--- src/rtl/pc_pkg.sv ---
// Shared definitions for the fetch program-counter generator: FSM states,
// instruction size and the word-alignment mask.
package pc_pkg;

  typedef enum logic [1:0] {
    ST_BOOT = 2'd0,
    ST_RUN  = 2'd1,
    ST_HALT = 2'd2
  } pc_state_e;

  localparam int         INSN_BYTES = 4;
  localparam logic [1:0] ALIGN_MASK = 2'b11;

endpackage

--- src/rtl/pc_gen_if.sv ---
// Fetch-side bundle of pc_gen: request handshake to instruction memory plus
// redirect/trap/halt/predecode inputs. The master modport is the pc_gen side.
interface pc_gen_if
  import pc_pkg::*;
#(
  parameter int XLEN = 32
);
  // Handshake: a fetch of pc transfers on a cycle where req_valid && req_ready;
  // pc stays stable while req_valid && !req_ready, unless a trap or redirect
  // abandons the outstanding request.
  logic            req_valid;
  logic            req_ready;
  logic [XLEN-1:0] pc;
  logic [XLEN-1:0] pc_plus4;
  logic            redirect;
  logic [XLEN-1:0] redirect_addr;
  logic            trap;
  logic [XLEN-1:0] trap_vec;
  logic            halt;
  logic            misalign;
  logic            ras_push;
  logic            ras_pop;
  pc_state_e       state;

  modport master (
    output req_valid, pc, pc_plus4, misalign, state,
    input  req_ready, redirect, redirect_addr, trap, trap_vec, halt,
           ras_push, ras_pop
  );

  modport slave (
    input  req_valid, pc, pc_plus4, misalign, state,
    output req_ready, redirect, redirect_addr, trap, trap_vec, halt,
           ras_push, ras_pop
  );

endinterface

--- src/rtl/pc_ras.sv ---
// Circular return-address stack; a push on a full stack overwrites the oldest
// entry, a pop on an empty stack is ignored, pop+push replaces the top.
module pc_ras #(
  parameter int XLEN      = 32,
  parameter int RAS_DEPTH = 4
) (
  input  logic            clk,
  input  logic            rst,
  input  logic            i_push,
  input  logic            i_pop,
  input  logic            i_clear,
  input  logic [XLEN-1:0] i_data,
  output logic [XLEN-1:0] o_top,
  output logic            o_empty
);
  localparam int PW = $clog2(RAS_DEPTH);
  localparam int CW = PW + 1;

  logic [XLEN-1:0] r_mem [RAS_DEPTH];
  logic [PW-1:0]   r_sp;
  logic [CW-1:0]   r_cnt;
  logic [PW-1:0]   w_top_idx;
  logic            w_pop;

  assign o_empty   = (r_cnt == '0);
  assign w_pop     = i_pop && !o_empty;
  assign w_top_idx = r_sp - PW'(1);
  assign o_top     = r_mem[w_top_idx];

  always_ff @(posedge clk or posedge rst) begin
    if (rst) begin
      r_sp  <= '0;
      r_cnt <= '0;
    end else if (i_clear) begin
      r_sp  <= '0;
      r_cnt <= '0;
    end else if (w_pop && !i_push) begin
      r_sp  <= r_sp - PW'(1);
      r_cnt <= r_cnt - CW'(1);
    end else if (i_push && !w_pop) begin
      r_sp  <= r_sp + PW'(1);
      if (r_cnt != CW'(RAS_DEPTH)) r_cnt <= r_cnt + CW'(1);
    end
  end

  // Storage needs no reset: the count alone decides which entries are live.
  always_ff @(posedge clk) begin
    if (!i_clear) begin
      if (w_pop && i_push) r_mem[w_top_idx] <= i_data;
      else if (i_push)     r_mem[r_sp]      <= i_data;
    end
  end

endmodule

--- src/rtl/pc_gen.sv ---
// Fetch PC generator: trap > redirect > halt > RAS pop > increment > stall.
// Optional return-address stack compiled in with `define PC_RAS_EN.
module pc_gen
  import pc_pkg::*;
#(
  parameter int              XLEN      = 32,
  parameter logic [XLEN-1:0] RESET_VEC = '0,
  parameter int              RAS_DEPTH = 4
) (
  input logic       clk,
  input logic       rst,
  pc_gen_if.master  bus
);
  pc_state_e       r_state, w_state_nxt;
  logic [XLEN-1:0] r_pc, w_pc_nxt;
  logic            r_misalign, w_misalign_nxt;
  logic [XLEN-1:0] w_pc_plus4;
  logic [XLEN-1:0] w_trap_tgt;
  logic            w_aligned;
  logic            w_ras_push, w_ras_pop, w_ras_clear;
  logic            w_ras_empty;
  logic [XLEN-1:0] w_ras_top;

  assign w_pc_plus4 = r_pc + XLEN'(INSN_BYTES);
  assign w_trap_tgt = {bus.trap_vec[XLEN-1:2], 2'b00};
  assign w_aligned  = (bus.redirect_addr[1:0] & ALIGN_MASK) == 2'b00;

  always_ff @(posedge clk or posedge rst) begin
    if (rst) begin
      r_state    <= ST_BOOT;
      r_pc       <= RESET_VEC;
      r_misalign <= 1'b0;
    end else begin
      r_state    <= w_state_nxt;
      r_pc       <= w_pc_nxt;
      r_misalign <= w_misalign_nxt;
    end
  end

  always_comb begin
    w_state_nxt    = r_state;
    w_pc_nxt       = r_pc;
    w_misalign_nxt = 1'b0;
    w_ras_push     = 1'b0;
    w_ras_pop      = 1'b0;
    w_ras_clear    = 1'b0;
    case (r_state)
      ST_BOOT: w_state_nxt = ST_RUN;
      ST_RUN: begin
        if (bus.trap) begin
          w_pc_nxt    = w_trap_tgt;
          w_ras_clear = 1'b1;
        end else if (bus.redirect && w_aligned) begin
          w_pc_nxt = bus.redirect_addr;
        end else if (bus.redirect) begin
          w_misalign_nxt = 1'b1;
        end else begin
          w_ras_push = bus.ras_push && bus.req_ready;
          if (bus.halt) begin
            w_state_nxt = ST_HALT;
          end else if (bus.ras_pop && !w_ras_empty && bus.req_ready) begin
            w_pc_nxt  = w_ras_top;
            w_ras_pop = 1'b1;
          end else if (bus.req_ready) begin
            w_pc_nxt = w_pc_plus4;
          end
        end
      end
      ST_HALT: begin
        if (bus.trap) begin
          w_pc_nxt    = w_trap_tgt;
          w_state_nxt = ST_RUN;
          w_ras_clear = 1'b1;
        end else if (bus.redirect && w_aligned) begin
          w_pc_nxt    = bus.redirect_addr;
          w_state_nxt = ST_RUN;
        end else if (bus.redirect) begin
          w_misalign_nxt = 1'b1;
        end else if (!bus.halt) begin
          w_state_nxt = ST_RUN;
        end
      end
      default: w_state_nxt = ST_BOOT;
    endcase
  end

`ifdef PC_RAS_EN
  pc_ras #(
    .XLEN      (XLEN),
    .RAS_DEPTH (RAS_DEPTH)
  ) u_ras (
    .clk     (clk),
    .rst     (rst),
    .i_push  (w_ras_push),
    .i_pop   (w_ras_pop),
    .i_clear (w_ras_clear),
    .i_data  (w_pc_plus4),
    .o_top   (w_ras_top),
    .o_empty (w_ras_empty)
  );
  logic [1:0] w_unused_vec;
  assign w_unused_vec = bus.trap_vec[1:0];
`else
  // Without the stack the pop path is permanently dead.
  assign w_ras_empty = 1'b1;
  assign w_ras_top   = '0;
  logic        w_unused_ras;
  logic [31:0] w_unused_depth;
  assign w_unused_ras   = ^{bus.ras_push, bus.ras_pop, w_ras_push, w_ras_pop,
                            w_ras_clear, bus.trap_vec[1:0]};
  assign w_unused_depth = 32'(RAS_DEPTH);
`endif

  assign bus.req_valid = (r_state == ST_RUN);
  assign bus.pc        = r_pc;
  assign bus.pc_plus4  = w_pc_plus4;
  assign bus.misalign  = r_misalign;
  assign bus.state     = r_state;

endmodule

--- src/flat_wrapper.sv ---
// flat-port wrapper written by rule: the top's interface ports become plain ports
module pc_gen_flat import pc_pkg::*;
#(
  parameter int              XLEN      = 32,
  parameter logic [XLEN-1:0] RESET_VEC = '0,
  parameter int              RAS_DEPTH = 4
)
  (clk, rst, bus_req_valid, bus_pc, bus_pc_plus4, bus_misalign, bus_state, bus_req_ready, bus_redirect, bus_redirect_addr, bus_trap, bus_trap_vec, bus_halt, bus_ras_push, bus_ras_pop);
  pc_gen_if #(.XLEN(XLEN)) bus_i ();
  input logic clk;
  input logic rst;
  output wire logic [$bits(bus_i.req_valid)-1:0] bus_req_valid;
  output wire logic [$bits(bus_i.pc)-1:0] bus_pc;
  output wire logic [$bits(bus_i.pc_plus4)-1:0] bus_pc_plus4;
  output wire logic [$bits(bus_i.misalign)-1:0] bus_misalign;
  output wire logic [$bits(bus_i.state)-1:0] bus_state;
  input wire logic [$bits(bus_i.req_ready)-1:0] bus_req_ready;
  input wire logic [$bits(bus_i.redirect)-1:0] bus_redirect;
  input wire logic [$bits(bus_i.redirect_addr)-1:0] bus_redirect_addr;
  input wire logic [$bits(bus_i.trap)-1:0] bus_trap;
  input wire logic [$bits(bus_i.trap_vec)-1:0] bus_trap_vec;
  input wire logic [$bits(bus_i.halt)-1:0] bus_halt;
  input wire logic [$bits(bus_i.ras_push)-1:0] bus_ras_push;
  input wire logic [$bits(bus_i.ras_pop)-1:0] bus_ras_pop;
  assign bus_req_valid = bus_i.req_valid;
  assign bus_pc = bus_i.pc;
  assign bus_pc_plus4 = bus_i.pc_plus4;
  assign bus_misalign = bus_i.misalign;
  assign bus_state = bus_i.state;
  assign bus_i.req_ready = bus_req_ready;
  assign bus_i.redirect = bus_redirect;
  assign bus_i.redirect_addr = bus_redirect_addr;
  assign bus_i.trap = bus_trap;
  assign bus_i.trap_vec = bus_trap_vec;
  assign bus_i.halt = bus_halt;
  assign bus_i.ras_push = bus_ras_push;
  assign bus_i.ras_pop = bus_ras_pop;
  pc_gen #(.XLEN(XLEN), .RESET_VEC(RESET_VEC), .RAS_DEPTH(RAS_DEPTH)) u_core (.clk(clk), .rst(rst), .bus(bus_i));
endmodule
--- config.mk ---
export PLATFORM = sky130hd
export DESIGN_NAME = pc_gen_flat
export DESIGN_NICKNAME = d
export VERILOG_FILES = /design/src/rtl/pc_pkg.sv /design/src/rtl/pc_gen_if.sv /design/src/rtl/pc_ras.sv /design/src/rtl/pc_gen.sv /design/src/flat_wrapper.sv
export SDC_FILE = /design/constraint.sdc
export NUM_CORES = 1
export LEC_CHECK = 0
export BUFFER_PORTS_ARGS = -buffer_cell sky130_fd_sc_hd__buf_4
export CAP_MARGIN = 40
export CORE_ASPECT_RATIO = 1.1
export CORE_MARGIN = 2
export CORE_UTILIZATION = 47
export CTS_CLUSTER_DIAMETER = 150
export DETAILED_ROUTE_END_ITERATION = 7
export PLACE_DENSITY = 0.81
export SETUP_SLACK_MARGIN = 0.05
export SLEW_MARGIN = 5
export SYNTH_ARGS = -nofsm -noshare
export SYNTH_HDL_FRONTEND = slang
export SYNTH_HIERARCHICAL = 1
export SYNTH_SLANG_ARGS = --single-unit
--- constraint.sdc ---
create_clock -name clk -period 2.21 [get_ports clk]
set_clock_uncertainty 0.05 [all_clocks]
set_input_delay 0.1105 -clock clk [delete_from_list [all_inputs] [get_ports clk]]
set_output_delay 0.1105 -clock clk [all_outputs]
set_load 0.05 [all_outputs]
* Word level (Yosys, flattened, before mapping)
Index checks and enable logic that the tools add are counted.
Cells by class: multiplexer cells 21, reduce and logical (&&, ||, !) cells 7, equal/unequal tests 12, shift operators 0, magnitude comparators 0, multipliers 0, add/sub/neg operators 1, div/mod/pow operators 0, bitwise operators 0
Operators by type and width (count):
- 32-bit two-way mux | 7
- 32-bit one-hot mux with 2 select lines | 1
- 32-bit by 3-bit adder with 32-bit output, second input constant | 1
- 2-bit two-way mux | 8
- 4-bit by 3-bit != test with 1-bit output, second input constant | 3
- 2-bit != test, second input constant | 3
- 2-bit one-hot mux with 3 select lines | 1
- 6-bit AND reduction | 1
- 5-bit AND reduction | 1
- 2-bit logical NOT | 2
- 1-bit two-way mux | 4
- 4-bit by 1-bit != test with 1-bit output, second input constant | 1
- 4-bit by 2-bit != test with 1-bit output, second input constant | 1
- 3-bit by 2-bit != test with 1-bit output, second input constant | 1
- 2-bit by 1-bit equality test with 1-bit output, second input constant | 1
- 2-bit equality test, second input constant | 1
- 2-bit by 1-bit != test with 1-bit output, second input constant | 1
- 2-bit nonzero test | 1
- 2-bit OR reduction | 1
- 1-bit logical AND | 1
Storage, ports and cells: output and inout bits 68, memories 0, bits in writable memories 0, flip-flop bits (word level) 35, latch bits 0, input bits 72, word-level logic and storage cells 44, bits in read-only memories 0

* Longest topological paths before layout
depth after elaboration 7, gate-level depth with buffers 8, mapped depth without buffers 7

* Least setup slack after synthesis
No wires, ideal clock.
kind register to output, start point reg u_core.r_pc[5] (netlist: u_core/bus.pc[5]), end point out bus_pc_plus4[28], cell stages (with the launch flop) 6, arrival 2741 ps, setup slack -691 ps, data required time 2049 ps, path buffers 1, path through dfrtp_1 > buf_2 > nand4_2 > or4_4 > nor4_4 > xor2_1
On the way: longest elaborated chain between the ends 1
Ends and longest elaborated chain:
- start, declared | RTL line pc_gen.sv:15 | logic [XLEN-1:0] r_pc, w_pc_nxt;
- start signal, assigned | RTL line pc_gen.sv:35 | r_pc <= w_pc_nxt;
- 32-bit by 3-bit adder with 32-bit output | RTL line pc_gen.sv:24 | assign w_pc_plus4 = r_pc + XLEN'(INSN_BYTES);
- end, declared | RTL line flat_wrapper.sv:14 | output wire logic [$bits(bus_i.pc_plus4)-1:0] bus_pc_plus4;
No other way between the ends.

* Worst setup path in the final report
start point reg u_core.r_pc[14] (netlist: u_core/bus.pc[14]), end point out bus_pc_plus4[30]
The elaborated chain is that of the path after synthesis.

==> results.json <==
{
  "failed_checks": "negative setup slack",
  "dp_hpwl_mm": 8.24,
  "synth.top_cells.by_count": "35 x dfrtp_1, 29 x nand2_1, 24 x o21ai_0, 22 x nor2_1",
  "worstMarginPinSlew_ns": 0.473,
  "post-route-period-util_pct": 101,
  "endpoint_kind": "output pin",
  "critPathArrivalTime_ns": 2.08,
  "die_w_um": 79.2,
  "synth_area_leaders": "dfrtp_1 30%, xnor2_1 5.1%, o21ai_0 4.1%, nand2_1 3.7%, xor2_1 3.3%",
  "relSlewSlack_pct": 68.4,
  "antenna_found_initial": 0,
  "yosysTopAreaCell": "dfrtp_1",
  "drt_first_iter_violations": 454,
  "drc": 0,
  "final_nets": 617,
  "synth.most_common_cell": "dfrtp_1",
  "cp_max_fo": 4,
  "start_util_pct": 48.1,
  "cts_tree": "built",
  "timing.final.ws_setup_ns": -0.0314,
  "yosys.area_share.simple_pct": 26.1,
  "synth_edf_count": 0,
  "timing.fmax_mhz": 446,
  "grt_max_degree": 36,
  "wire_per_inst_um": 19.7,
  "path_clk_slew_ns": 0.07,
  "first_pass_iters": 6,
  "netlist_area_um2": 2920,
  "cts_root_buf": "clkbuf_8",
  "synth.top_cell.area_share_pct": 30.0,
  "async_reset_ff_share_pct": 100,
  "crit_start": "u_core/bus.pc[14]",
  "maxCapViolations": 0,
  "clk_path_buf_depth": 2,
  "regArea_um2": 910,
  "synthCells": 350,
  "status": "finished with violations",
  "r2r_start": "u_core/bus.state[0]",
  "vias_per_cell": 6.29,
  "clock-sinks": 35,
  "grt_pass1_vias": 3590,
  "syn_nets": 426,
  "core_area_um2": 6080,
  "synthAdderAreaFrac_pct": 1.71,
  "finalCriticalPeriod_ns": 2.24,
  "n_fill_cell": 366,
  "synth_compound_area_share_pct": 25.1,
  "setup_viol_count_final": 4,
  "dieArea_um2": 6870,
  "muxShareOfSynthArea_pct": 3.98,
  "ys.flop_type": "dfrtp_1",
  "synth_xor_area_share_pct": 8.39,
  "drtAntennaViolNets": 0,
  "r2r_cells": 8,
  "vdd_drop_max_mv": 1.29,
  "clkLatencyLatePin_ns": 0.29,
  "slew_violations": 0,
  "die_y_um": 86.7,
  "hold_path_depth": 3,
  "rsz0062_at_grt": "true",
  "synth.distinct_cells": 60,
  "p_total_mw": 8.53,
  "ys_seq_area_share_pct": 30.0,
  "hold_viol": 0,
  "pin_count": 140,
  "area_growth_pct": 75.4,
  "synth_top_family_by_area": "simple AND/OR/NAND/NOR gates",
  "fin_area_um2": 5130,
  "powerDensity_nw_per_um2": 1660,
  "grt_pass1_wl_mm": 18.0,
  "cts_buffers": 5,
  "leakagePower_nw": 2.35,
  "place.gp.congestion": 0.949,
  "hold_start": "bus_trap_vec[2]",
  "syn_avg_cell_area_um2": 8.35,
  "hold_path_class": "in2reg",
  "yosysWarnings": 6,
  "dpl-instance-area_um2": 4580,
  "cp-start-kind": "register",
  "yosys_register_bits": 35,
  "antennaDiodeCount": 0,
  "htreeDepth": 2,
  "gr-total-overflow": 0,
  "portBuffers": 135,
  "vias": 3911,
  "rows": 30,
  "wl_mm": 12.3,
  "multi_input_area_um2": 2350,
  "worstSetupPathType": "reg2out",
  "grt.total_usage_pct": 33.5,
  "drive_gt1_share_pct": 57.6,
  "crit_required_ns": 2.05
}
-- metrics by stage --
stage / instances / setup slack (ns) / setup TNS [ns] / util [%] / hold WS (ns)
floorplan: 350 / 0.00458 / 0 / - / 0.213
global placement: 576 / 0.132 / 0 / 75.3 / 0.203
detailed placement: 576 / 0.0350 / 0 / 75.3 / 0.207
CTS: 604 / -0.108 / -0.199 / 80.5 / 0.0337
global route: 622 / -0.117 / -0.478 / 84.4 / 0.0442
finish: 622 / -0.0314 / -0.101 / 84.4 / 0.0422
-- layer usage --
| layer | global-route usage [%] | vias up | part of all wire (%) |
|---|---|---|---|
| li1 | - | 1695 | - |
| met1 | 43.0 | 1855 | 37 |
| met2 | 55.5 | 305 | 50 |
| met3 | 6.56 | 56 | 10 |
| met4 | 13.9 | 0 | 3.4 |
| met5 | 0 | - | 0 |
-- worst max-delay path, stage by stage, from the launching register on --
cell,delay [ns]
dfrtp_2,0.43
nand2_4,0.08
or4_4,0.60
buf_6,0.15
nor3_4,0.18
xnor2_2,0.16
buf_6,0.18
-- placed cells by master, fill, tap and decap left out, types with 6 or more instances in the layout --
cell type	instances
nor3_1	15
nand4_1	8
xor2_2	6
nor2_1	20
a22oi_1	6
a2bb2oi_1	6
o21ai_0	24
a21oi_1	9
clkbuf_8	7
a221oi_1	6
buf_4	192
inv_1	8
xnor2_2	15
nand2_1	27
a31oi_1	6
buf_6	15
dfrtp_1	8
mux2i_1	6
nor2b_1	6
dfrtp_2	27
and3_1	6
nand3_1	8
o22ai_1	9
-- cell type report --
cell class	count	share of cell area, %
multi-input cells	281	45.7
flip-flops and latches	35	17.7
clock buffers	8	1.95
well taps	80	1.95
repair buffers	209	32.0
inverters	9	0.659
-- cell families after synthesis --
logic type,count (synthesis)
compound gates,104
mux,11
simple gates,134
flops,35
buf+inv,34
fa+ha+maj,4
xor+xnor,28
-- path summary, 6_finish.rpt --
check,to,slack (ns)
worst max-delay path,bus_pc_plus4[30],-0.03
worst min register to register,u_core/bus.pc[1],0.48
worst min-delay path,u_core/bus.pc[2],0.04
worst max register to register,u_core/bus.pc[18],0.07
max in group asynchronous,u_core/bus.pc[12],1.33
min in group asynchronous,u_core/bus.pc[9],0.43
-- report_power, final --
group	internal (mW)	switching, mW
combinational	2.46	4.12
clock	0.285	0.245
sequential	0.990	0.426
-- flip-flops by register name, summed over array words and instances, names as in the netlist --
register	count
u_core/bus.misalign	1
u_core/bus.pc	32
u_core/bus.state	2
-- repair_timing --
action / 4_1_cts / 5_1_grt
gates cloned: 0 / 0
setup buffers: 19 / 18
endpoints found under the hold margin: 35 / 0
endpoints found under the setup margin: 10 / 32
resized for setup: 14 / 26
hold buffers: 1 / 0
pin swaps: 9 / 16
No activity file was read; power rests on OpenSTA's default activity.
